===== src/rtl/cva5_types.sv =====
// Shared type and constant package for the core's small FIFO feeders.
package cva5_types;

    localparam int PACKER_CNT_W = 32;
    localparam int PACKER_BEATS = 4;

    typedef logic [PACKER_BEATS-1:0] packer_mask_t;

    function automatic logic [PACKER_CNT_W-1:0] packer_sat_inc(input logic [PACKER_CNT_W-1:0] v);
        return (&v) ? v : v + 1'b1;
    endfunction

endpackage


===== src/rtl/fifo_beat_packer.sv =====
// Packs BEATS narrow beats into one wide FIFO word through an assembly/holding pair.
// Optional: define FIFO_PACKER_FLUSH_EN to let in_last close a partial word.
module fifo_beat_packer
    import cva5_types::*;
#(
    parameter int BEAT_W = 8,
    parameter int BEATS  = 4
) (
    input  logic                    clk,
    input  logic                    rst,
    input  logic                    in_valid,
    output logic                    in_ready,
    input  logic [BEAT_W-1:0]       in_data,
    input  logic                    in_last,
    input  logic                    fifo_full,
    input  logic                    fifo_pop,
    output logic                    fifo_potential_push,
    output logic                    fifo_push,
    output logic [BEAT_W*BEATS-1:0] fifo_data_in,
    output logic [BEATS-1:0]        fifo_beat_mask,
    output logic [PACKER_CNT_W-1:0] words_pushed
);

    localparam int IDX_W  = (BEATS > 1) ? $clog2(BEATS) : 1;
    localparam int WORD_W = BEAT_W * BEATS;

    logic [IDX_W-1:0]        idx_q, idx_d;
    logic [WORD_W-1:0]       a_data_q, a_data_d;
    logic                    a_done_q, a_done_d;
    logic [WORD_W-1:0]       h_data_q, h_data_d;
    logic                    h_valid_q, h_valid_d;
    logic [PACKER_CNT_W-1:0] cnt_q, cnt_d;

    logic push, h_free, accept, xfer, last_lane, close;

    // Look-through: a pop in this cycle frees the slot we are about to write.
    assign push      = h_valid_q & (~fifo_full | fifo_pop);
    assign h_free    = ~h_valid_q | push;
    assign in_ready  = ~a_done_q | h_free;
    assign accept    = in_valid & in_ready;
    assign xfer      = a_done_q & h_free;
    assign last_lane = (idx_q == IDX_W'(BEATS - 1));

    assign fifo_push           = push;
    assign fifo_potential_push = push;
    assign fifo_data_in        = h_data_q;
    assign words_pushed        = cnt_q;

`ifdef FIFO_PACKER_FLUSH_EN
    logic [BEATS-1:0] a_mask_q, a_mask_d;
    logic [BEATS-1:0] h_mask_q, h_mask_d;

    assign close          = last_lane | in_last;
    assign fifo_beat_mask = h_mask_q;

    always_comb begin
        a_mask_d = a_mask_q;
        h_mask_d = h_mask_q;
        if (xfer) begin
            h_mask_d = a_mask_q;
            a_mask_d = '0;
        end
        if (accept) begin
            a_mask_d[idx_q] = 1'b1;
        end
    end

    always_ff @(posedge clk or posedge rst) begin
        if (rst) begin
            a_mask_q <= '0;
            h_mask_q <= '0;
        end else begin
            a_mask_q <= a_mask_d;
            h_mask_q <= h_mask_d;
        end
    end
`else
    logic unused_in_last;

    assign unused_in_last = in_last;
    assign close          = last_lane;
    assign fifo_beat_mask = {BEATS{push}};
`endif

    // Transfer is applied before the beat write so a same-cycle beat lands in a fresh lane 0.
    always_comb begin
        idx_d     = idx_q;
        a_data_d  = a_data_q;
        a_done_d  = a_done_q;
        h_data_d  = h_data_q;
        h_valid_d = h_valid_q;
        cnt_d     = push ? packer_sat_inc(cnt_q) : cnt_q;

        if (xfer) begin
            h_data_d  = a_data_q;
            h_valid_d = 1'b1;
            a_data_d  = '0;
            a_done_d  = 1'b0;
        end else if (push) begin
            h_valid_d = 1'b0;
        end

        if (accept) begin
            a_data_d[int'(idx_q)*BEAT_W +: BEAT_W] = in_data;
            if (close) begin
                a_done_d = 1'b1;
                idx_d    = '0;
            end else begin
                idx_d = idx_q + 1'b1;
            end
        end
    end

    always_ff @(posedge clk or posedge rst) begin
        if (rst) begin
            idx_q     <= '0;
            a_data_q  <= '0;
            a_done_q  <= 1'b0;
            h_data_q  <= '0;
            h_valid_q <= 1'b0;
            cnt_q     <= '0;
        end else begin
            idx_q     <= idx_d;
            a_data_q  <= a_data_d;
            a_done_q  <= a_done_d;
            h_data_q  <= h_data_d;
            h_valid_q <= h_valid_d;
            cnt_q     <= cnt_d;
        end
    end

endmodule


===== config.mk =====
export PLATFORM = sky130hd
export DESIGN_NAME = fifo_beat_packer
export DESIGN_NICKNAME = d
export VERILOG_FILES = /design/src/rtl/cva5_types.sv /design/src/rtl/fifo_beat_packer.sv
export SDC_FILE = /design/constraint.sdc
export NUM_CORES = 1
export LEC_CHECK = 0
export BUFFER_PORTS_ARGS = -buffer_cell sky130_fd_sc_hd__buf_2
export CAP_MARGIN = 10
export CORE_UTILIZATION = 39
export CTS_CLUSTER_SIZE = 10
export DETAILED_ROUTE_END_ITERATION = 16
export PLACE_DENSITY_LB_ADDON = 0.08
export SYNTH_ARGS = -nofsm -noshare
export SYNTH_HDL_FRONTEND = slang
export SYNTH_SLANG_ARGS = --single-unit

===== constraint.sdc =====
create_clock -name clk -period 6.7 [get_ports clk]
set_input_delay 0.335 -clock clk [delete_from_list [all_inputs] [get_ports clk]]
set_output_delay 0.335 -clock clk [all_outputs]
set_load 0.01 [all_outputs]

==> results.py, run 1 <==
metrics = {
    "timing": {
        "fin_crit_sh_pct": 36.8,
        "setup_tns_ns": 0,
        "slew_headroom_pct": 20.8,
        "final.setup.worst_slack_ns": 4.23,
        "fmax_ghz": 0.406,
        "hold_viol_final": 0,
        "setup_viol": 0,
        "fin_skew_ns": 0.0103,
        "drv_slew": 0,
        "rsz0062_at_grt": "no",
        "period_needed_ns": 2.47,
        "worst_pin_slew_ns": 1.18,
    },
    "power_and_ir_drop": {
        "ir_worst_vdd_mv": 0.168,
        "leakage_uw": 0.00257,
        "power_density_nw_per_um2": 307,
    },
    "layout": {
        "fillCellCount": 1069,
        "layout_commonest_cell": "dfrtp_1",
        "postLayoutCellArea_sq_um": 5020,
        "nets": 462,
        "area.growth.synth_to_final_pct": 15.1,
        "final_cell_mix": "dfrtp_1, buf_2, nand3_1",
        "drive_gt1_share_pct": 32.5,
        "num_antenna_cells": 0,
    },
    "synth": {
        "synth_area_per_cell_sq_um": 11.9,
        "yosys.area_share.simple_pct": 16.8,
        "ys_ff_latch": 100,
        "synth_compound_area_share_pct": 5.94,
        "ys_seq_area_share_pct": 57.4,
        "yosys_warnings": 0,
        "synth_nets": 386,
        "synthAdderAreaFrac_pct": 2.01,
        "synth_xor_area_share_pct": 5.83,
        "syn_area_sq_um": 4360,
        "ys_types": 39,
        "synth_top_family_by_area": "simple AND/OR/NAND/NOR gates",
        "synthCells": 365,
        "synthMuxAreaShare_pct": 8.79,
    },
    "worst_setup_path": {
        "cp-start-kind": "register",
        "arrival_ns": 2.73,
        "critPathRequiredTime_ns": 6.96,
        "end_kind": "register",
        "worstSetupPathType": "reg -> reg",
        "crit_fanout": 8,
    },
    "grt": {
        "grt_pass1_vias": 2921,
        "overflow": 0,
        "grt_pass1_wl_um": 15000,
        "antenna_found_initial": 0,
        "grtUsageTotal_pct": 16.8,
        "grt_max_degree": 65,
    },
    "cts": {
        "clk_pin_slew_ns": 0.09,
        "cts_tree": "built",
        "clock-sinks": 100,
        "cts_post_setup_buffers_inserted": 0,
        "numCtsBuffers": 9,
        "ctsResizeCount": 0,
        "clockBufferDepth": 2,
        "cts_max_level": 3,
        "cts_root_buf": "clkbuf_8",
        "ctsHoldBuffers": 0,
        "clock_latency_ns": 0.35,
    },
    "floorplan": {
        "die_y_um": 108,
        "rows": 38,
        "fp.coreArea_sq_um": 10800,
        "start_util_pct": 40.2,
        "die_area_sq_um": 11600,
        "die_w_um": 108,
        "num_io_pins": 85,
    },
    "place": {
        "io_buffers": 83,
        "place.detailed.hpwl_um": 6070,
        "gp_congestion": 0.765,
        "placed_cell_area_sq_um": 4850,
        "post-place-ws_ns": 4.24,
    },
    "drt": {
        "viasPerCell": 5.06,
        "dr.pass1.iters": 4,
        "wl_um": 9030,
        "drc": 0,
        "wire_per_inst_um": 15.4,
        "ant_nets": 0,
        "drt_iter0_drc": 166,
        "num_vias": 2965,
    },
    "outcome": {
        "status": "completed",
    },
    "worst_hold_path": {
        "hold_class": "in -> async",
    },
    "flow_run": {
        "maxCapViolCount": 0,
    },
}
-- metal layers --
| metal | GRT usage [%] | vias to the layer above | wire (um) |
|---|---|---|---|
| met1 | 21.8 | 1459 | 4100 |
| li1 | - | 1428 | - |
| met2 | 27.7 | 71 | 4390 |
| met3 | 4.48 | 7 | 429 |
| met4 | 4.60 | 0 | 114 |
| met5 | 0 | - | 0 |
-- Yosys cell counts --
| cell | n | area share (%) |
|---|---|---|
| and4_2 | 1 | 0.23 |
| xor2_1 | 7 | 1.4 |
| nand4_2 | 2 | 0.57 |
| buf_2 | 9 | 1.0 |
| mux2_2 | 34 | 8.8 |
| nor2_1 | 5 | 0.43 |
| nor4_4 | 1 | 0.49 |
| ha_1 | 7 | 2.0 |
| nand2b_1 | 3 | 0.43 |
| dfrtp_1 | 100 | 57 |
| and2_1 | 5 | 0.72 |
| o21ai_0 | 26 | 3.0 |
| a211oi_1 | 1 | 0.17 |
| clkbuf_2 | 1 | 0.11 |
| a22o_1 | 6 | 1.2 |
| a31oi_4 | 1 | 0.49 |
| buf_4 | 5 | 0.86 |
| clkbuf_1 | 3 | 0.26 |
| a21oi_1 | 2 | 0.23 |
| xnor2_1 | 22 | 4.4 |
| a31o_4 | 1 | 0.40 |
| nor4_1 | 1 | 0.14 |
| and4_1 | 7 | 1.4 |
| nand4_1 | 10 | 1.4 |
| inv_1 | 7 | 0.60 |
| nor3_1 | 4 | 0.46 |
| nor3_4 | 1 | 0.37 |
| nand3_1 | 38 | 4.4 |
| buf_6 | 1 | 0.26 |
| nor4_2 | 1 | 0.29 |
| buf_1 | 1 | 0.086 |
| nand2_1 | 38 | 3.3 |
| and2_2 | 1 | 0.17 |
| and3_1 | 7 | 1.0 |
| and4_4 | 1 | 0.26 |
| nand4b_1 | 1 | 0.20 |
| nand3b_1 | 1 | 0.17 |
| and4bb_4 | 1 | 0.37 |
| a32o_1 | 2 | 0.46 |
-- registers in the layout (all words and copies together) (netlist names) --
register,count
idx_q,2
a_done_q,1
a_data_q,32
h_valid_q,1
words_pushed,32
fifo_data_in,32
-- through the flow --
step / utilization, % / cells / total power (uW) / hold slack, ns
floorplan: - / 365 / 1090 / 0.449
global placement: 44.8 / 570 / 1220 / 0.395
detailed placement: 44.8 / 570 / 1230 / 0.397
CTS: 46.3 / 586 / 1570 / 0.000451
global route: 46.3 / 586 / 1650 / 0.0124
finish: 46.3 / 586 / 1540 / 0.00115
-- area by class of cell --
cell class | count | area (sq um) | share of cell area, %
Multi-Input combinational cell | 238 | 1720 | 34.2
Inverter | 7 | 28.8 | 0.574
Sequential cell | 100 | 2500 | 49.9
Clock buffer | 12 | 135 | 2.69
Clock inverter | 4 | 26.3 | 0.524
Tap cell | 140 | 175 | 3.49
Timing Repair Buffer | 85 | 430 | 8.58
-- critical path, cell delays in order (launching register included) --
cell     delay, ns
dfrtp_1       0.46
inv_1         0.19
ha_1          0.36
inv_1         0.09
nor4_1        0.99
nand2_1       0.10
o21ai_0       0.20
-- report_power, final --
part / internal (uW) / leakage (uW) / switching (uW)
Sequential: 723 / 0.00138 / 72.8
Clock: 135 / 0.0000803 / 197
Combinational: 174 / 0.00111 / 237
Total: 1030 / 0.00257 / 507
-- cell families after synthesis --
kind of cell	count (synthesis)
buf+inv	27
compound gates	39
mux	34
xor+xnor	29
simple gates	129
fa+ha+maj	7
flops	100
-- path summary, 6_finish.rpt --
path                             startpoint                to  slack, ns  cells past startpoint
min in group clk                   in_valid          a_done_q       0.20                      3
setup reg to reg                   idx_q[0]      a_data_q[22]       4.23                      6
setup / recovery                   idx_q[0]      a_data_q[22]       4.23                      6
hold / removal                          rst  words_pushed[27]      0.001                      2
max in group asynchronous               rst   fifo_data_in[2]       5.55                      3
hold reg to reg            words_pushed[28]  words_pushed[28]       0.50                      1
(Power assumes the default switching activity.)
==> run 2: changes to the inputs <==
==> constraint.sdc (replaced) <==
create_clock -name clk -period 2.5 [get_ports clk]
set_input_delay 0.125 -clock clk [delete_from_list [all_inputs] [get_ports clk]]
set_output_delay 0.125 -clock clk [all_outputs]
set_load 0.01 [all_outputs]
==> results.py, run 2 (synthesis gave the netlist of run 1 again) <==
metrics = {
    "power_and_ir_drop": {
        "clkPwrFrac_pct": 24.8,
        "power_density_nw_per_um2": 849,
        "p_sw_share_pct": 33.1,
        "p_int_uw": 2920,
        "leakage_uw": 0.00263,
        "p_seq_share_pct": 49.0,
        "power_uw": 4360,
        "ir_worst_vdd_mv": 0.419,
        "combPwrFrac_pct": 26.2,
        "power.switching_uw": 1440,
    },
    "floorplan": {
        "num_io_pins": 85,
        "rows": 38,
        "fp.coreArea_sq_um": 10800,
        "die_area_sq_um": 11600,
        "die_w_um": 108,
        "die_y_um": 108,
        "start_util_pct": 40.2,
    },
    "worst_setup_path": {
        "arrival_ns": 2.32,
        "worst_r2r_endpoint": "words_pushed[1]",
        "crit_chain": "ha_1 -> and3_1 -> and4_4 -> a31oi_4 -> mux2_2",
        "cp-start-kind": "register",
        "worstSetupPathType": "reg -> reg",
        "path_buf_inv": 0,
        "r2r_cells": 5,
        "path_delay_family": "simple AND/OR/NAND/NOR gates",
        "end_kind": "register",
        "critPathRequiredTime_ns": 2.76,
        "crit_fanout": 17,
        "r2r-start": "words_pushed[0]",
        "rrSetupSlack_ns": 0.44,
        "crit_slowest_cell": "dfrtp_1",
        "slowest_delay_ns": 0.44,
    },
    "grt": {
        "grt_pass1_wl_um": 14900,
        "overflow": 0,
        "grtUsageTotal_pct": 16.8,
        "antenna_found_initial": 0,
        "grt_pass1_vias": 2976,
        "grt_max_degree": 76,
    },
    "timing": {
        "fin_skew_ns": 0.0125,
        "hold_viol_final": 0,
        "worst_pin_slew_ns": 0.615,
        "period_needed_ns": 2.06,
        "drv_slew": 0,
        "setup_tns_ns": 0,
        "fin_crit_sh_pct": 82.5,
        "setup_viol": 0,
        "rsz0062_at_grt": "no",
        "slew_headroom_pct": 58.9,
        "fmax_ghz": 0.485,
    },
    "drt": {
        "drc": 0,
        "num_vias": 3003,
        "wire_per_inst_um": 15.4,
        "dr.pass1.iters": 8,
        "wl_um": 9080,
        "ant_nets": 0,
        "drt_iter0_drc": 102,
        "viasPerCell": 5.08,
    },
    "layout": {
        "drive_gt1_share_pct": 33.5,
        "area.growth.synth_to_final_pct": 17.7,
        "final_cell_mix": "dfrtp_1, buf_2, nand3_1",
        "postLayoutCellArea_sq_um": 5130,
        "fillCellCount": 1041,
        "layout_commonest_cell": "dfrtp_1",
        "nets": 467,
        "num_antenna_cells": 0,
    },
    "cts": {
        "cts_root_buf": "clkbuf_8",
        "cts_tree": "built",
        "clock_latency_ns": 0.36,
        "ctsResizeCount": 0,
        "numCtsBuffers": 9,
        "cts_post_setup_buffers_inserted": 0,
        "clock-sinks": 100,
        "clockBufferDepth": 2,
        "clk_pin_slew_ns": 0.11,
        "ctsHoldBuffers": 2,
        "cts_max_level": 3,
    },
    "worst_hold_path": {
        "hold_end": "a_data_q[7]",
        "hold_class": "in -> reg",
        "whs_path_depth": 3,
        "hp-start": "in_data[7]",
    },
    "place": {
        "io_buffers": 83,
        "place.detailed.hpwl_um": 6200,
        "gp_congestion": 0.763,
        "placed_cell_area_sq_um": 4900,
    },
    "outcome": {
        "status": "completed",
    },
    "flow_run": {
        "maxCapViolCount": 0,
    },
}
run 2: changes by cell type in the layout (fill, tap and decap cells not counted), sizes merged:
cell	delta
bufinv	+1
clkbuf	-3
buf	+3
dlygate4sd3	+2
inv	+1
clkinv	+1
run 2: final cells by class:
cell class,instances,area [sq um],area share (%)
Clock buffer,9,124,2.41
Inverter,7,30.0,0.585
Clock inverter,7,83.8,1.63
Multi-Input combinational cell,238,1720,33.5
Tap cell,140,175,3.41
Sequential cell,100,2500,48.8
Timing Repair Buffer,90,498,9.70
run 2: per-layer routing:
layer	GRT usage (%)	part of all wire (%)	wire length, um
met1	22.3	48	4380
met2	27.4	47	4250
met3	3.03	3.6	328
met4	6.56	1.3	118
met5	0	0	0
run 2: how the worst max path moves through the flow:
stage | from | endpoint | slack, ns | cells after the start
after global placement | words_pushed[0] | words_pushed[1] | 0.47 | 5
after detailed placement | words_pushed[0] | words_pushed[1] | 0.43 | 5
after global routing | words_pushed[0] | words_pushed[26] | 0.32 | 6
final | words_pushed[0] | words_pushed[1] | 0.44 | 5
after floorplan | idx_q[0] | a_data_q[16] | 0.53 | 6
after CTS | words_pushed[0] | words_pushed[1] | 0.42 | 5
run 2: power by group through the flow:
stage | registers (uW) | clock network [uW] | logic (uW)
floorplan | 2220 | 0 | 689
global placement | 2170 | 0 | 1130
detailed placement | 2170 | 0 | 1160
CTS | 2140 | 1120 | 1160
global route | 2180 | 1160 | 1280
finish | 2130 | 1080 | 1140
run 2: worst min-delay path: cells and delay by family:
family	cells	cell delay, ns
compound gates	1	0.06
buf+inv	1	0.14
simple gates	1	0.06
run 2: per-stage QoR:
stage / instances / worst slack, ns / hold WS [ns] / utilization, %
global placement: 573 / 0.475 / 0.228 / 45.2
CTS: 591 / 0.417 / 0.0358 / 47.3
global route: 591 / 0.322 / 0.0545 / 47.3
finish: 591 / 0.438 / 0.0455 / 47.3
floorplan: 365 / 0.529 / 0.239 / -
detailed placement: 573 / 0.430 / 0.232 / 45.2
==> run 3: changes to the inputs <==
==> constraint.sdc (replaced) <==
create_clock -name clk -period 1.9 [get_ports clk]
set_input_delay 0.095 -clock clk [delete_from_list [all_inputs] [get_ports clk]]
set_output_delay 0.095 -clock clk [all_outputs]
set_load 0.01 [all_outputs]
==> results.py, run 3 (synthesis gave the netlist of run 1 again) <==
metrics = {
    "grt": {
        "grt_pass1_wl_um": 15300,
        "overflow": 0,
        "grt_max_degree": 101,
        "grtUsageTotal_pct": 17.3,
        "antenna_found_initial": 0,
        "grt_pass1_vias": 3031,
    },
    "drt": {
        "wire_per_inst_um": 14.9,
        "dr.pass1.iters": 4,
        "drt_iter0_drc": 147,
        "drc": 0,
        "wl_um": 9110,
        "viasPerCell": 4.96,
        "num_vias": 3023,
        "ant_nets": 0,
    },
    "layout": {
        "fillCellCount": 1027,
        "multi_input_comb_area_sq_um": 1730,
        "drive_gt1_share_pct": 36.4,
        "layout_commonest_cell": "dfrtp_1",
        "area.growth.synth_to_final_pct": 21.4,
        "final_cell_mix": "dfrtp_1, buf_2, nand3_1",
        "ff_latch_area_sq_um": 2500,
        "num_antenna_cells": 0,
        "final_cells": 610,
        "nets": 486,
        "final_util_pct": 48.8,
    },
    "floorplan": {
        "die_y_um": 108,
        "start_util_pct": 40.2,
        "die_w_um": 108,
        "die_area_sq_um": 11600,
        "rows": 38,
        "num_io_pins": 85,
        "fp.coreArea_sq_um": 10800,
    },
    "worst_setup_path": {
        "crit_slowest_cell": "dfrtp_1",
        "arrival_ns": 2.06,
        "crit_chain": "ha_1 -> and3_1 -> nand4_1 -> buf_4 -> nor3_2 -> mux2_2",
        "slowest_delay_ns": 0.37,
        "critPathRequiredTime_ns": 2.15,
        "end_kind": "register",
        "cp-start-kind": "register",
        "worstSetupPathType": "reg -> reg",
        "crit_fanout": 3,
    },
    "power_and_ir_drop": {
        "power_uw": 5830,
        "ir_worst_vdd_mv": 0.531,
        "leakage_uw": 0.00272,
        "power_density_nw_per_um2": 1100,
    },
    "timing": {
        "drv_slew": 0,
        "fin_skew_ns": 0.00902,
        "period_needed_ns": 1.80,
        "rsz0062_at_grt": "yes",
        "hold_viol_final": 0,
        "slew_headroom_pct": 62.1,
        "worst_pin_slew_ns": 0.568,
        "holdWs_ns": 0.0174,
        "fmax_ghz": 0.554,
        "fin_crit_sh_pct": 94.9,
        "setup_viol": 0,
    },
    "place": {
        "io_buffers": 83,
        "place.detailed.hpwl_um": 6140,
        "gp_congestion": 0.773,
        "dp.cells": 589,
    },
    "cts": {
        "clock-sinks": 100,
        "cts_max_level": 3,
        "clk_pin_slew_ns": 0.10,
        "clock_latency_ns": 0.36,
        "clockBufferDepth": 2,
        "numCtsBuffers": 9,
        "cts_tree": "built",
        "cts_root_buf": "clkbuf_8",
    },
    "outcome": {
        "status": "completed",
    },
    "worst_hold_path": {
        "hold_class": "in -> reg",
    },
    "flow_run": {
        "maxCapViolCount": 0,
    },
}
run 3: routing by layer:
layer  global-route usage (%)  wire, um  vias up
met5                        0         0        -
met4                     5.68        85        0
met3                     4.36       418        8
met2                     27.6      4300       75
met1                     22.9      4310     1465
li1                         -         -     1475
run 3: cell type report:
type / instances / share of cell area (%)
Clock buffer: 11 / 2.86
Clock inverter: 5 / 1.14
Inverter: 7 / 0.568
Multi-Input combinational cell: 238 / 32.7
Sequential cell: 100 / 47.3
Tap cell: 140 / 3.31
Timing Repair Buffer: 109 / 12.2
run 3: repair_timing:
| item | CTS | global route |
|---|---|---|
| hold endpoints to repair | 102 | 0 |
| hold buffers | 3 | 0 |
| resized for setup | 0 | 1 |
| endpoints found under the setup margin | 0 | 2 |
| setup buffers | 0 | 2 |
run 3: critical path, delay by kind of cell, from the launching register on:
| family | cells | cell delay, ns |
|---|---|---|
| AND/OR/NAND/NOR | 3 | 0.59 |
| flip-flops | 1 | 0.37 |
| buffers and inverters | 1 | 0.22 |
| multiplexers | 1 | 0.35 |
| adder cells (fa/ha/maj) | 1 | 0.16 |
run 3: path summary, 6_finish.rpt:
check,to,from,cells past startpoint,slack (ns)
max,words_pushed[30],words_pushed[0],6,0.1
max in group asynchronous,words_pushed[27],rst,4,1.04
min in group asynchronous,fifo_data_in[30],rst,4,0.38
min reg2reg,words_pushed[19],words_pushed[19],1,0.49
min,a_data_q[21],in_data[5],3,0.02
max reg2reg,words_pushed[30],words_pushed[0],6,0.1
run 3: per-stage QoR:
step                      area (sq um)  setup slack (ns)  setup TNS, ns
after floorplan                   4370             0.112              0
after global placement            5030             0.152              0
after detailed placement          5030             0.126              0
after CTS                         5270             0.117              0
after global routing              5290          -0.00121       -0.00121
final                             5290            0.0965              0
run 3: where the power goes:
group	switching [uW]	internal, uW
Combinational	892	730
Sequential	230	2550
Clock	744	684
